--- src/rtl/pbtn_event_pkg.sv ---
// Shared types and constants for the pushbutton event controller:
// per-button state encoding, hold-counter width and prescaler sizing.
package pbtn_event_pkg;

  typedef enum logic [1:0] {
    IDLE   = 2'd0,
    HELD   = 2'd1,
    REPEAT = 2'd2
  } btn_state_e;

  localparam int HCNT_W = 16;

  // Terminal count of the 1 ms prescaler; clamped so tiny clocks still tick.
  function automatic int prescale_top(input int clk_hz);
    int top;
    top = (clk_hz / 1000) - 1;
    return (top < 0) ? 0 : top;
  endfunction

endpackage

--- src/rtl/pbtn_event_fsm.sv ---
// One button's event state machine: press/release/long/repeat pulses,
// hold-time counter and the sticky press-event bit.
module pbtn_event_fsm
  import pbtn_event_pkg::*;
#(
  parameter int LONG_CNT   = 500,
  parameter int REPEAT_CNT = 100
) (
  input  logic clk,
  input  logic reset_n,
  input  logic tick,
  input  logic pbtn,
  input  logic clr,
  output logic press_pulse,
  output logic release_pulse,
  output logic long_pulse,
  output logic repeat_pulse,
  output logic held,
  output logic press_sticky
);

  localparam logic [HCNT_W-1:0] LONG_TOP   = LONG_CNT[HCNT_W-1:0];
  localparam logic [HCNT_W-1:0] REPEAT_TOP = REPEAT_CNT[HCNT_W-1:0];

  btn_state_e        state_reg, state_next;
  logic [HCNT_W-1:0] hcnt_reg, hcnt_next;
  logic [HCNT_W-1:0] hcnt_inc;
  logic              press_next, release_next, long_next, repeat_next, held_next;
  logic              sticky_next;

  assign hcnt_inc = hcnt_reg + {{(HCNT_W-1){1'b0}}, 1'b1};

  always_ff @(posedge clk or negedge reset_n) begin
    if (!reset_n) begin
      state_reg     <= IDLE;
      hcnt_reg      <= '0;
      press_pulse   <= 1'b0;
      release_pulse <= 1'b0;
      long_pulse    <= 1'b0;
      repeat_pulse  <= 1'b0;
      held          <= 1'b0;
      press_sticky  <= 1'b0;
    end else begin
      state_reg     <= state_next;
      hcnt_reg      <= hcnt_next;
      press_pulse   <= press_next;
      release_pulse <= release_next;
      long_pulse    <= long_next;
      repeat_pulse  <= repeat_next;
      held          <= held_next;
      press_sticky  <= sticky_next;
    end
  end

  // Release is checked before the tick so it always wins a coincident threshold.
  always_comb begin
    state_next = state_reg;
    hcnt_next  = hcnt_reg;
    unique case (state_reg)
      IDLE: begin
        if (pbtn) begin
          state_next = HELD;
          hcnt_next  = '0;
        end
      end
      HELD: begin
        if (!pbtn) begin
          state_next = IDLE;
        end else if (tick) begin
          if (hcnt_inc == LONG_TOP) begin
            state_next = REPEAT;
            hcnt_next  = '0;
          end else begin
            hcnt_next = hcnt_inc;
          end
        end
      end
      REPEAT: begin
        if (!pbtn) begin
          state_next = IDLE;
        end else if (tick) begin
          hcnt_next = (hcnt_inc == REPEAT_TOP) ? '0 : hcnt_inc;
        end
      end
      default: begin
        state_next = IDLE;
        hcnt_next  = '0;
      end
    endcase
  end

  always_comb begin
    press_next   = (state_reg == IDLE) && pbtn;
    release_next = (state_reg != IDLE) && !pbtn;
    long_next    = (state_reg == HELD) && pbtn && tick && (hcnt_inc == LONG_TOP);
    repeat_next  = (state_reg == REPEAT) && pbtn && tick && (hcnt_inc == REPEAT_TOP);
    held_next    = (state_next != IDLE);
    // Sticky sets from the visible pulses; a set beats a same-cycle clear.
    sticky_next  = (press_sticky & ~clr) | press_pulse | repeat_pulse;
  end

endmodule

--- src/rtl/pbtn_event_ctrl.sv ---
// Pushbutton event controller: shared 1 ms tick prescaler feeding one
// identical event FSM per debounced button.
module pbtn_event_ctrl
  import pbtn_event_pkg::*;
#(
  parameter int CLK_FREQUENCY_HZ    = 50_000_000,
  parameter int NUM_BTNS            = 6,
  parameter int LONG_PRESS_MS       = 500,
  parameter int REPEAT_MS           = 100,
  parameter int SIMULATE            = 0,
  parameter int SIMULATE_LONG_CNT   = 20,
  parameter int SIMULATE_REPEAT_CNT = 5
) (
  input  logic                clk,
  input  logic                reset_n,
  input  logic [NUM_BTNS-1:0] pbtn_db,
  input  logic                clr_strobe,
  input  logic [NUM_BTNS-1:0] clr_mask,
  output logic [NUM_BTNS-1:0] press_pulse,
  output logic [NUM_BTNS-1:0] release_pulse,
  output logic [NUM_BTNS-1:0] long_pulse,
  output logic [NUM_BTNS-1:0] repeat_pulse,
  output logic [NUM_BTNS-1:0] held,
  output logic [NUM_BTNS-1:0] press_sticky
);

  localparam int LONG_CNT   = (SIMULATE != 0) ? SIMULATE_LONG_CNT : LONG_PRESS_MS;
  localparam int REPEAT_CNT = (SIMULATE != 0) ? SIMULATE_REPEAT_CNT : REPEAT_MS;
  localparam int PS_TOP     = prescale_top(CLK_FREQUENCY_HZ);
  localparam int PS_W       = (PS_TOP > 0) ? $clog2(PS_TOP + 1) : 1;

  logic tick;

  generate
    if (SIMULATE != 0) begin : g_sim_tick
      assign tick = 1'b1;
    end else begin : g_ms_tick
      localparam logic [PS_W-1:0] PS_TOP_V = PS_TOP[PS_W-1:0];
      logic [PS_W-1:0] ps_cnt_reg;
      logic            tick_reg;

      always_ff @(posedge clk or negedge reset_n) begin
        if (!reset_n) begin
          ps_cnt_reg <= '0;
          tick_reg   <= 1'b0;
        end else begin
          ps_cnt_reg <= (ps_cnt_reg == PS_TOP_V) ? '0 : ps_cnt_reg + {{(PS_W-1){1'b0}}, 1'b1};
          tick_reg   <= (ps_cnt_reg == PS_TOP_V);
        end
      end

      assign tick = tick_reg;
    end
  endgenerate

  genvar gi;
  generate
    for (gi = 0; gi < NUM_BTNS; gi++) begin : g_btn
      pbtn_event_fsm #(
        .LONG_CNT   (LONG_CNT),
        .REPEAT_CNT (REPEAT_CNT)
      ) u_fsm (
        .clk           (clk),
        .reset_n       (reset_n),
        .tick          (tick),
        .pbtn          (pbtn_db[gi]),
        .clr           (clr_strobe & clr_mask[gi]),
        .press_pulse   (press_pulse[gi]),
        .release_pulse (release_pulse[gi]),
        .long_pulse    (long_pulse[gi]),
        .repeat_pulse  (repeat_pulse[gi]),
        .held          (held[gi]),
        .press_sticky  (press_sticky[gi])
      );
    end
  endgenerate

endmodule
--- config.mk ---
export PLATFORM = sky130hd
export DESIGN_NAME = pbtn_event_ctrl
export DESIGN_NICKNAME = d
export VERILOG_FILES = /design/src/rtl/pbtn_event_pkg.sv /design/src/rtl/pbtn_event_fsm.sv /design/src/rtl/pbtn_event_ctrl.sv
export SDC_FILE = /design/constraint.sdc
export NUM_CORES = 1
export LEC_CHECK = 0
export BUFFER_PORTS_ARGS = -buffer_cell sky130_fd_sc_hd__buf_2
export CAP_MARGIN = 20
export CORE_ASPECT_RATIO = 0.6
export CORE_MARGIN = 2
export CORE_UTILIZATION = 55
export DETAILED_ROUTE_END_ITERATION = 7
export GPL_TIMING_DRIVEN = 0
export PLACE_DENSITY = 0.73
export SYNTH_ARGS = -nofsm -noshare
export SYNTH_HDL_FRONTEND = slang
export SYNTH_HIERARCHICAL = 1
export SYNTH_SLANG_ARGS = --single-unit
--- constraint.sdc ---
create_clock -name clk -period 2.9 [get_ports clk]
set_input_delay 0.29 -clock clk [delete_from_list [all_inputs] [get_ports clk]]
set_output_delay 0.29 -clock clk [all_outputs]
set_load 0.005 [all_outputs]
# Yosys cells after proc, flatten, opt, wreduce, memory -nomap -nowiden
# Cells that the tools add are included.
[totals] out_inout_bits=36 input_bits=15 regBits=161
[classes] reduce_logical=78 n_eq_ne=55 n_addsub=7 bitwise=30 mux=85
[ops] op="16-bit two-way mux" count=43
[ops] op="16-bit case mux with 3 select lines" count=6
[ops] op="16-bit by 1-bit adder with 16-bit output (second input constant)" count=7
[ops] op="16-bit by 7-bit equality test with 1-bit output (second input constant)" count=6
[ops] op="16-bit by 9-bit equality test with 1-bit output (second input constant)" count=6
[ops] op="2-bit two-way mux" count=30
[ops] op="2-bit != test (second input constant)" count=30
[ops] op="1-bit logical AND" count=48
[ops] op="2-bit case mux with 3 select lines" count=6
[ops] op="5-bit AND reduction" count=6
[ops] op="2-bit nonzero test" count=12
[ops] op="16-bit equality test (second input constant)" count=1
[ops] op="1-bit bitwise AND" count=12
[ops] op="2-bit by 1-bit equality test with 1-bit output (second input constant)" count=6
[ops] op="2-bit equality test (second input constant)" count=6
[ops] op="2-bit zero test" count=6
[ops] op="1-bit OR" count=12
[ops] op="1-bit zero test" count=6
[ops] op="1-bit inverter" count=6

# Longest topological paths before layout
[depth] word_depth=7 depth_mapped=9 mapped_depth_nobuf=8

# By module
# The synthesis kept the hierarchy.
[by_module_without_submodules] module="pbtn_event_fsm (g_btn[0].u_fsm ...)" n_inst=5 cells_each=167 area_per_inst_um2=1524.0
[by_module_without_submodules] module="pbtn_event_fsm (g_btn[5].u_fsm)" n_inst=1 cells_each=175 area_per_inst_um2=1525.2
[by_module_without_submodules] module="pbtn_event_ctrl" n_inst=1 cells_each=74 area_per_inst_um2=824.5

# Worst setup path after synthesis
# No wires, ideal clock.
[synth_timing] path_kind="register -> register" from="register g_btn[5].u_fsm.hcnt_reg[0]" to="register g_btn[5].u_fsm.hcnt_reg[6]" slack_ns=0.382 n_path_buf=1 setup_ns=0.124 t_arrival_ns=2.394 path_stages_with_launch=10 synth_period_minus_slack_ns=2.518 required_ns=2.776 cell_sequence="dfrtp_1 -> ha_1 -> nand4_1 -> or4_4 -> a311oi_2 -> nand4b_1 -> a22oi_4 -> buf_6 -> nor2_1 -> a211o_1"
[synth_between] elab_chain_cells=6 elab_cells_between_ends=10 classes_between="add/sub (1); eq/ne (2); mux (7)"
[synth_rtl] element="from (decl)" line_no="pbtn_event_fsm.sv:26" text="logic [HCNT_W-1:0] hcnt_reg, hcnt_next;"
[synth_rtl] element="from (signal assigned)" line_no="pbtn_event_fsm.sv:45" text="hcnt_reg <= hcnt_next;"
[synth_rtl] element="16-bit by 1-bit adder with 16-bit output *" line_no="pbtn_event_fsm.sv:31" text="assign hcnt_inc = hcnt_reg + {{(HCNT_W-1){1'b0}}, 1'b1};"
[synth_rtl] element="16-bit by 7-bit equality test with 1-bit output or 16-bit by 9-bit equality test with 1-bit output (tied branches)" line_no="pbtn_event_fsm.sv:82, pbtn_event_fsm.sv:70"
[synth_rtl] element="16-bit two-way mux (on tied branches)" line_no="pbtn_event_fsm.sv:82, pbtn_event_fsm.sv:70"
[synth_rtl] element="16-bit two-way mux (on tied branches)" line_no="pbtn_event_fsm.sv:81, pbtn_event_fsm.sv:69"
[synth_rtl] element="16-bit two-way mux (on tied branches)" line_no="pbtn_event_fsm.sv:79, pbtn_event_fsm.sv:67"
[synth_rtl] element="16-bit case mux with 3 select lines *" line_no="pbtn_event_fsm.sv:59" text="unique case (state_reg)"
# Mark *: on every way between the ends. The rest lies on a longest branch, timed or not. The select of a mux whose other input is x is not followed.
# A chain may end at the register's enable or synchronous reset.

# Final worst setup path
[layout_timing] from="register g_btn[5].u_fsm.hcnt_reg[7]" to="register g_btn[5].u_fsm.hcnt_reg[4]"
# The elaborated chain is that of the path after synthesis.

==> qor.csv <==
metric,value,unit
status,completed,
Main synth FF type,dfrtp_1,
core area,17900,µm²
ranking of synthesized cells by area,"dfrtp_1 40%, nand2_1 4.4%, ha_1 3.9%",
initial antenna violation count,0,
CTS Buf Count,17,
DRC Markers,0,
fraction of registers with async set/reset,1.00,
Avg WL per Cell,16.9,µm
drt initial violations,1076,
Synth Area per Inst,9.20,µm²
Layout Nets,1212,
Static Leak,4.80,nW
area delta synth->final,14.6,%
Critical Path RT,3.22,ns
TNS Setup,0,ns
final setup fails,0,
DP HPWL,16800,µm
CTS tree,yes,
sequential share of the synthesized area,0.404,
row count,38,
Root Buffer Master,clkbuf_16,
clock latency at the later pin of the worst-skew pair,0.43,ns
final worst path period share,0.952,
Routed Antenna Nets,0,
total placed cells including tap cells,1376,
maximum vdd drop,479,µV
cell count after synthesis,1084,
first-pass iteration count of the detailed router,6,
Post-synth EDFFs,0,
first-pass GRT wire length,39800,µm
Final WS setup,0.139,ns
skew final,0.00790,ns
final hold vios,0,
GPL Wtd Cong,0.969,
total of max-cap violations,0,
Global Route Usage Sum,0.260,
GRT overflow,0,
Worst Setup Start Kind,flip-flop,
Worst setup EP type,flip-flop,
largest net degree at the start of global routing,99,
# IOs,51,
Tmin final,2.76,ns
Total Power,8.01,mW
Synthesis Warnings,6,
Via-to-Cell Ratio,6.23,
RSZ-0062 raised after global routing,yes,
syn nets,1130,
number of diodes,0,
WP data arrival,3.08,ns
pre-CTS setup slack,-0.0487,ns
cell taking the most area after synthesis,dfrtp_1,
vias in the first global route,7651,
via count of the routed design,8831,
synthesized flop and latch total,161,
H-tree levels,4,
clk slew on worst S/H paths,0.06,ns
Routed WL,24000,µm
"critical path fanouts, max",7,
Synth top area share,0.404,
Clock Path Buffers,2,
Port Buffer Count,50,
pwr dens,702,nW/µm²
share of cells above drive strength 1,0.162,
Die Width,178,µm
clock sink total,161,
count of different cell masters after synthesis,72,
Die H,108,µm
number of flip-flops in the largest register,96,
Slew @ Worst Pin,1.14,ns
worst hold margin,0.125,ns
post-route non-filler standard cell count,1418,
die area,19300,µm²
Max Slew Vio Count,0,
f_max,0.362,GHz
Setup CP Type,reg -> reg,
Starting Density,0.556,
Syn Std Cell Area,9970,µm²
headroom to the max-slew limit,0.232,
Hold/Removal Path Class,in -> reg,
fillcell total,1482,
==> synthesized netlist by cell type (7+ instances only) <==
library cell	n
a21o_1	16
a21oi_1	17
a221oi_1	10
a22o_1	26
a31oi_1	11
and2_1	21
and3_1	8
and4_1	11
and4b_1	11
clkbuf_1	21
dfrtp_1	161
ha_1	31
inv_1	45
nand2_1	116
nand2b_1	7
nand3_1	60
nand4_1	25
nor2_1	85
nor3_1	49
nor4_1	34
nor4_2	10
o2111a_1	10
o21ai_0	67
o21ai_1	20
o2bb2ai_1	10
o311ai_2	10
o31a_1	16
o31ai_1	11
or3_1	10
or4_1	10
xnor2_1	18
xor2_1	9
==> timing repair <==
item / in CTS / in global routing
buffers inserted: 1 / 5
hold endpoints to repair: 63 / 0
resized for setup: 2 / 18
cloned: 0 / 0
pin swaps: 1 / 2
hold buffers: 1 / 0
endpoints found under the setup margin: 7 / 79
==> through the flow <==
stage / utilization / area, µm²
2_1_floorplan: - / 9970
3_3_place_gp: 0.587 / 10500
3_5_place_dp: 0.589 / 10600
4_1_cts: 0.627 / 11200
5_1_grt: 0.637 / 11400
6_report: 0.637 / 11400
==> critical path, cell delays in order (launching register included) <==
cell and delay (ns):
dfrtp_1 0.47, nand3_1 0.27, or4_4 0.59, a311oi_2 0.33
nand4b_1 0.21, a22oi_4 0.29, buf_4 0.18, nor3_1 0.04
a211o_1 0.26
==> placed cells by master (no fill, tap or decap), types with 13 or more instances in the layout <==
cell type and n:
a21o_1 16, a21oi_1 17, a22o_1 26, and2_1 21
buf_2 59, buf_4 13, clkbuf_1 21, clkbuf_16 17
dfrtp_1 160, ha_1 30, inv_1 45, nand2_1 116
nand3_1 60, nand4_1 25, nor2_1 85, nor3_1 45
nor4_1 34, o21ai_0 67, o21ai_1 20, o31a_1 16
xnor2_1 18
==> layer usage <==
| metal | up-vias | wire length, µm | global-route usage |
|---|---|---|---|
| met5 | - | 0 | 0 |
| met4 | 0 | 293 | 0.0662 |
| met3 | 27 | 1670 | 0.0559 |
| met2 | 303 | 9560 | 0.339 |
| met1 | 4250 | 12500 | 0.425 |
| li1 | 4251 | - | - |
==> power by group <==
| part | internal, mW | switching, mW |
|---|---|---|
| Combinational | 0.945 | 1.66 |
| Clock | 1.58 | 0.930 |
| Sequential | 2.55 | 0.348 |
==> worst paths after layout <==
check                                            from  slack, ns  cells past startpoint                      endpoint
max                        g_btn[5].u_fsm/hcnt_reg[7]       0.14                      8    g_btn[5].u_fsm/hcnt_reg[4]
min                                        pbtn_db[3]       0.12                      2  g_btn[3].u_fsm/release_pulse
max reg2reg                g_btn[5].u_fsm/hcnt_reg[7]       0.14                      8    g_btn[5].u_fsm/hcnt_reg[4]
min reg2reg                   g_ms_tick.ps_cnt_reg[0]       0.48                      1       g_ms_tick.ps_cnt_reg[0]
max in group asynchronous                     reset_n       1.66                      3    g_btn[4].u_fsm/hcnt_reg[9]
min in group asynchronous                     reset_n       0.37                      2    g_btn[0].u_fsm/hcnt_reg[8]
==> cell families (layout without fill, tap and decap cells) <==
logic type | Yosys count | after routing | synth area share
simple gates | 509 | 509 | 0.287
flops | 161 | 161 | 0.404
xor+xnor | 32 | 32 | 0.0319
mux | 2 | 2 | 0.00201
compound gates | 268 | 268 | 0.201
fa+ha+maj | 31 | 31 | 0.0389
buf+inv | 81 | 175 | 0.0350
==> area by class of cell <==
cell class	instances	area (µm²)	area share
multi-input cells	842	5710	0.500
flip-flops and latches	161	4030	0.353
clock buffers	19	453	0.0397
repair buffers	63	368	0.0322
well taps	240	300	0.0263
clock inverters	12	205	0.0180
plain buffers	36	183	0.0160
inverters	45	169	0.0148
Note: power is estimated with default switching activity, not from simulation.
